--- src/rtl/display_reader.sv ---
// Frame-buffer read-out engine: walks the buffer with a one-cycle-latency
// active-low read strobe and streams each word out as a pixel with row/frame markers.
module display_reader #(
  parameter int ADDR_W  = 11,
  parameter int DATA_W  = 8,
  parameter int DEPTH   = 392,
  parameter int ROW_LEN = 28
) (
  input  logic              CLK,
  input  logic              RESET,
  input  logic              start,
  input  logic [DATA_W-1:0] RDATA,
  output logic              READn,
  output logic [ADDR_W-1:0] ADDR,
  output logic [DATA_W-1:0] pix_data,
  output logic              pix_valid,
  input  logic              pix_ready,
  output logic              row_end,
  output logic              frame_end,
  output logic              busy,
  output logic              clc
);

  localparam int COL_W = (ROW_LEN > 1) ? $clog2(ROW_LEN) : 1;
  localparam logic [ADDR_W-1:0] LAST_ADDR = ADDR_W'(DEPTH - 1);
  localparam logic [COL_W-1:0]  LAST_COL  = COL_W'(ROW_LEN - 1);

  typedef enum logic [2:0] {S_IDLE, S_FETCH, S_WAIT, S_SEND, S_DONE} state_t;

  state_t           state;
  state_t           next_state;
  logic [COL_W-1:0] col;
  logic             last_addr;
  logic             last_col;

  assign last_addr = (ADDR == LAST_ADDR);
  assign last_col  = (col == LAST_COL);

  always_ff @(posedge CLK) begin
    if (RESET) begin
      state <= S_IDLE;
    end else begin
      state <= next_state;
    end
  end

  always_comb begin
    next_state = state;
    case (state)
      S_IDLE:  if (start) next_state = S_FETCH;
      S_FETCH: next_state = S_WAIT;
      S_WAIT:  next_state = S_SEND;
      S_SEND:  if (pix_ready) next_state = last_addr ? S_DONE : S_FETCH;
      S_DONE:  next_state = S_IDLE;
      default: next_state = S_IDLE;
    endcase
  end

  // Address and column only advance on an accepted pixel, so a stalled
  // pixel keeps its data and markers until the handshake.
  always_ff @(posedge CLK) begin
    if (RESET) begin
      ADDR     <= '0;
      col      <= '0;
      pix_data <= '0;
    end else begin
      case (state)
        S_IDLE: begin
          if (start) begin
            ADDR <= '0;
            col  <= '0;
          end
        end
        S_WAIT: pix_data <= RDATA;
        S_SEND: begin
          if (pix_ready && !last_addr) begin
            ADDR <= ADDR + ADDR_W'(1);
            col  <= last_col ? '0 : col + COL_W'(1);
          end
        end
        S_DONE: begin
          ADDR <= '0;
          col  <= '0;
        end
        default: ;
      endcase
    end
  end

  always_comb begin
    READn     = 1'b1;
    pix_valid = 1'b0;
    row_end   = 1'b0;
    frame_end = 1'b0;
    busy      = 1'b1;
    clc       = 1'b0;
    case (state)
      S_IDLE:  busy = 1'b0;
      S_FETCH: READn = 1'b0;
      S_SEND: begin
        pix_valid = 1'b1;
        row_end   = last_col;
        frame_end = last_addr;
      end
      S_DONE:  clc = 1'b1;
      default: ;
    endcase
  end

endmodule

--- config.mk ---
export PLATFORM = sky130hd
export DESIGN_NAME = display_reader
export DESIGN_NICKNAME = d
export VERILOG_FILES = /design/src/rtl/display_reader.sv
export SDC_FILE = /design/constraint.sdc
export NUM_CORES = 1
export LEC_CHECK = 0
export BUFFER_PORTS_ARGS = -buffer_cell sky130_fd_sc_hd__buf_2
export CAP_MARGIN = 20
export CORE_MARGIN = 3
export CORE_UTILIZATION = 35
export CTS_CLUSTER_SIZE = 8
export DETAILED_ROUTE_END_ITERATION = 6
export HOLD_SLACK_MARGIN = 0.05
export PLACE_DENSITY = 0.53
export SLEW_MARGIN = 40
export SYNTH_ARGS = -nofsm -noshare
export SYNTH_HDL_FRONTEND = slang
export SYNTH_SLANG_ARGS = --single-unit
--- constraint.sdc ---
create_clock -name CLK -period 2.1 [get_ports CLK]
set_input_delay 0.105 -clock CLK [delete_from_list [all_inputs] [get_ports CLK]]
set_output_delay 0.105 -clock CLK [all_outputs]
set_load 0.02 [all_outputs]
[Word level (Yosys, flattened, before mapping)]
Cells that the tools add are included.
Operators by class
  add/subtract/negate cells: 2
  multiply operators: 0
  divide/modulo/power cells: 0
  magnitude comparators: 0
  eq/ne operators: 9
  shift-type cells: 0
  multiplexer cells: 17
  bitwise gates (word level): 0
  reductions and logical operators: 6
Operators by type and width (count)
  11-bit case mux with 3 select lines: 1
  11-bit two-way mux: 2
  5-bit two-way mux: 3
  5-bit case mux with 3 select lines: 1
  3-bit case mux with 4 select lines: 1
  11-bit by 1-bit adder with 11-bit output (second input constant): 1
  11-bit by 9-bit equality test with 1-bit output (second input constant): 1
  3-bit two-way mux: 3
  3-bit by 2-bit equality test with 1-bit output (second input constant): 2
  1-bit two-way mux: 6
  2-bit != test (second input constant): 3
  5-bit by 1-bit adder with 5-bit output (second input constant): 1
  5-bit equality test (second input constant): 1
  3-bit by 1-bit equality test with 1-bit output (second input constant): 1
  3-bit equality test (second input constant): 1
  3-bit logical NOT: 1
  3-bit AND reduction: 1
  3-bit nonzero test: 1
  2-bit AND reduction: 1
  1-bit logical AND: 1
  1-bit logical NOT: 1
Storage, ports and cells
  register bits: 27
  bits in latches: 0
  memory bits (writable): 0
  ROM bits: 0
  output and inout bits: 25
  logic and storage cells: 38
  memories: 0

[Longest topological paths before layout]
  depth in word-level cells: 5
  mapped depth: 7

[Least setup slack after synthesis]
OpenSTA, ideal clock, no wires.
  kind: flip-flop to flip-flop
  from: register ADDR[0]
  to: register ADDR[10]
  library setup time: 0.117 ns
  data arrival time: 1.625 ns
  required time: 1.983 ns
  path slack: 0.358 ns
  cell stages (with the launch flop): 7
  buffers on the path: 1
  period minus slack after synthesis: 1.742 ns
  path through: dfxtp_1 -> ha_1 -> and3_1 -> buf_2 -> nand4_1 -> a211o_1 -> a32o_1
On the way
  longest elaborated chain between the ends: 5
  elaborated cells on any way between the ends: 8
  classes of those cells: 1 x add/sub; 2 x eq/ne; 2 x mux; 3 x reduce/logical
Ends and longest elaborated chain
  from (decl): RTL line 14  | output logic [ADDR_W-1:0] ADDR,
  from (signal assigned): RTL line 77  | ADDR <= ADDR + ADDR_W'(1);
  branches (longest 5 deep; another with 11-bit by 1-bit adder with 11-bit output)
Parallel ways; which one is timed is not known. The select of a mux whose other input is x is not followed.
A chain may end at the register's enable or synchronous reset.

[Final worst setup path]
  from: register ADDR[0]
  to: output frame_end
On the way
  longest elaborated chain between the ends: 2
Ends and longest elaborated chain
  11-bit by 9-bit equality test with 1-bit output: RTL line 36  | assign last_addr = (ADDR == LAST_ADDR);
  1-bit two-way mux: RTL line 97  | case (state)
  to (decl): RTL line 19  | output logic frame_end,
Every way passes these cells.

==> impl_metrics.toml <==
[status]
status = "completed"

[sta]
max_freq_mhz = 562
finalMaxSlewViolations = 0
tightest_slew_ns = 0.496
finClkSkew_ns = 0.00185
hold_viol_final = 0
setup-violations-final = 0
post-route-period-util_pct = 84.8
period_minus_slack_ns = 1.78
final.setup.tns_ns = 0
rsz0062_at_grt = "no"
relSlewSlack_pct = 66.8

[clocking]
postCtsSetupBuffers = 0
hold_buffers = 0
clock-sinks = 27
cts_tree = "done"
cts_buffer_depth = 2
root_buffer = "clkbuf_8"
insertion_delay_ns = 0.27
cts_made_buffers = 3
cts_resized = 0
clk_pin_slew_ns = 0.10
htree_levels = 1

[global_routing]
grt_max_degree = 23
gr-total-overflow = 0
antenna_found_initial = 0
grt_usage_pct = 14.7
grt_pass1_wl_um = 5260
grt_pass1_vias = 1157

[synth]
synth_area_sq_um = 1380
yosysTopAreaCell = "dfxtp_1"
synth_edf_count = 0
synth_area_leaders = "dfxtp_1 39%, mux2i_1 5.8%, nor2_1 4.4%"
avgSynthCellArea_sq_um = 9.24
syn-instance-count = 149
synth_seq_cells = 27
synth-seq-area-share_pct = 39.3
ys.flop_type = "dfxtp_1"
async_flop_share_pct = 0
synth_top_area_share_pct = 39.3
ys_types = 49
syn-num-nets = 163
yosysWarnings = 0

[cells_and_area]
stdcell_area_sq_um = 1660
fin_nets = 201
finalCoreUtilization_pct = 44.7
drive_above_1_share_pct = 30.6
fillers = 384
antenna-diode-count = 0
synthToLayoutAreaGrowth_pct = 20.6

[drt]
drt-pass1-iter-count = 4
drt.antenna.violating_nets = 0
finalWirelength_um = 3220
dr.first_iter.drc_count = 72
drt-vias-per-instance = 5.54
wl_per_cell_um = 13.8
vias = 1296
drc = 0

[floorplanning]
dieWidth_um = 68.7
ioPinCount = 37
coreArea_sq_um = 3720
dieArea_sq_um = 4720
row_count = 22
start_util_pct = 37.0
die_h_um = 68.7

[setup_path]
cp.arrival_ns = 1.68
critical_path.endpoint_type = "output port"
critPathKind = "reg -> out"
critPathRequiredTime_ns = 2.00
crit_fanout = 6
cp-start-kind = "flop"

[placed_design]
dpl.hpwl_um = 2350
port_buffers = 36
gp_congestion = 0.803
dpl-instance-area_sq_um = 1610

[job]
cap_violations = 0

[pwr]
power.density_nw_per_um2 = 606
leakage_nw = 0.734
ir_drop_uv = 268

[min_path]
hold_path.class = "in -> reg"
## kinds of logic after synthesis
group                    Yosys count  synth area share, %
flip-flops                        27                 39.3
multiplexers                       8                 5.82
buffers and inverters             12                 4.18
AND/OR/NAND/NOR                   62                 27.7
adder cells (fa/ha/maj)            2                 1.82
XOR/XNOR                           1                0.636
AO/OA/AOI/OAI                     37                 20.5
## flip-flops by register name, summed over array words and instances, names as in the netlist
register  cells
ADDR         11
pix_data      8
col           5
state         3
## power breakdown
| part | internal, mW | switching, mW | total [mW] |
|---|---|---|---|
| Sequential | 0.527 | 0.0130 | 0.540 |
| Combinational | 0.0657 | 0.0920 | 0.158 |
| Clock | 0.135 | 0.173 | 0.308 |
## metal layers
metal / global-route usage, % / part of all wire (%) / vias to the layer above / wire length (um)
met5: 0 / 0 / - / 0
met4: 5.84 / 1.4 / 0 / 45
met3: 1.94 / 6.1 / 6 / 197
met2: 24.0 / 44 / 46 / 1420
met1: 19.5 / 49 / 606 / 1560
li1: - / - / 638 / -
## final cells by class
cell class                      instances  area [sq um]  share of cell area (%)
Multi-Input combinational cell        110           778                    46.9
Sequential cell                        27           541                    32.6
Inverter                                4          15.0                   0.904
Clock buffer                            3          41.3                    2.49
Timing Repair Buffer                   41           218                    13.1
Clock inverter                          1          7.51                   0.452
Tap cell                               48          60.1                    3.62
## cells in the mapped netlist, types with 2 or more instances
cell type and number:
a21oi_1 5, a221o_1 2, buf_2 4, a311oi_1 5
nand3b_1 2, nand3_1 3, clkbuf_1 3, o21ai_0 5
nor2_1 16, inv_1 2, a22o_1 3, nor3b_1 2
a31oi_1 4, inv_2 2, dfxtp_1 27, a21bo_2 2
nor3_1 6, ha_1 2, a211o_1 2, nor2b_1 3
nand2_1 9, nand4_1 3, nand2b_1 3, mux2i_1 8
and3_1 2
## final timing paths
kind,slack (ns),endpoint,cells after the start,start
max,0.32,frame_end,5,ADDR[0]
min,0.06,pix_data[3],3,RDATA[3]
max reg2reg,0.36,col[4],6,ADDR[0]
min reg2reg,0.51,pix_data[4],2,pix_data[4]
## metrics by stage
step           std cells  worst slack [ns]  total power [mW]  hold WS [ns]
6_report             234             0.320              1.01        0.0641
5_1_grt              234             0.165              1.05        0.0668
4_1_cts              234             0.316              1.02        0.0571
3_5_place_dp         230             0.370             0.711         0.356
3_3_place_gp         230             0.427             0.709         0.341
2_1_floorplan        149             0.358             0.655         0.215
## cell usage in the layout, fill, tap and decap left out, types with 4 or more instances in the layout
master    synthesis  final
a31oi_1           4      4
nand2_1           9      9
buf_2             4     36
nor2_1           16     16
mux2i_1           8      8
dfxtp_1          27     27
a311oi_1          5      5
a21oi_1           5      5
o21ai_0           5      5
buf_4             0      5
nor3_1            6      6
## critical path, cell delays in order (launching register included)
cell     delay (ns)
dfxtp_1        0.40
ha_1           0.23
and2b_1        0.21
nand4_1        0.20
inv_2          0.17
buf_2          0.19
Note: power is estimated with default switching activity, not from simulation.
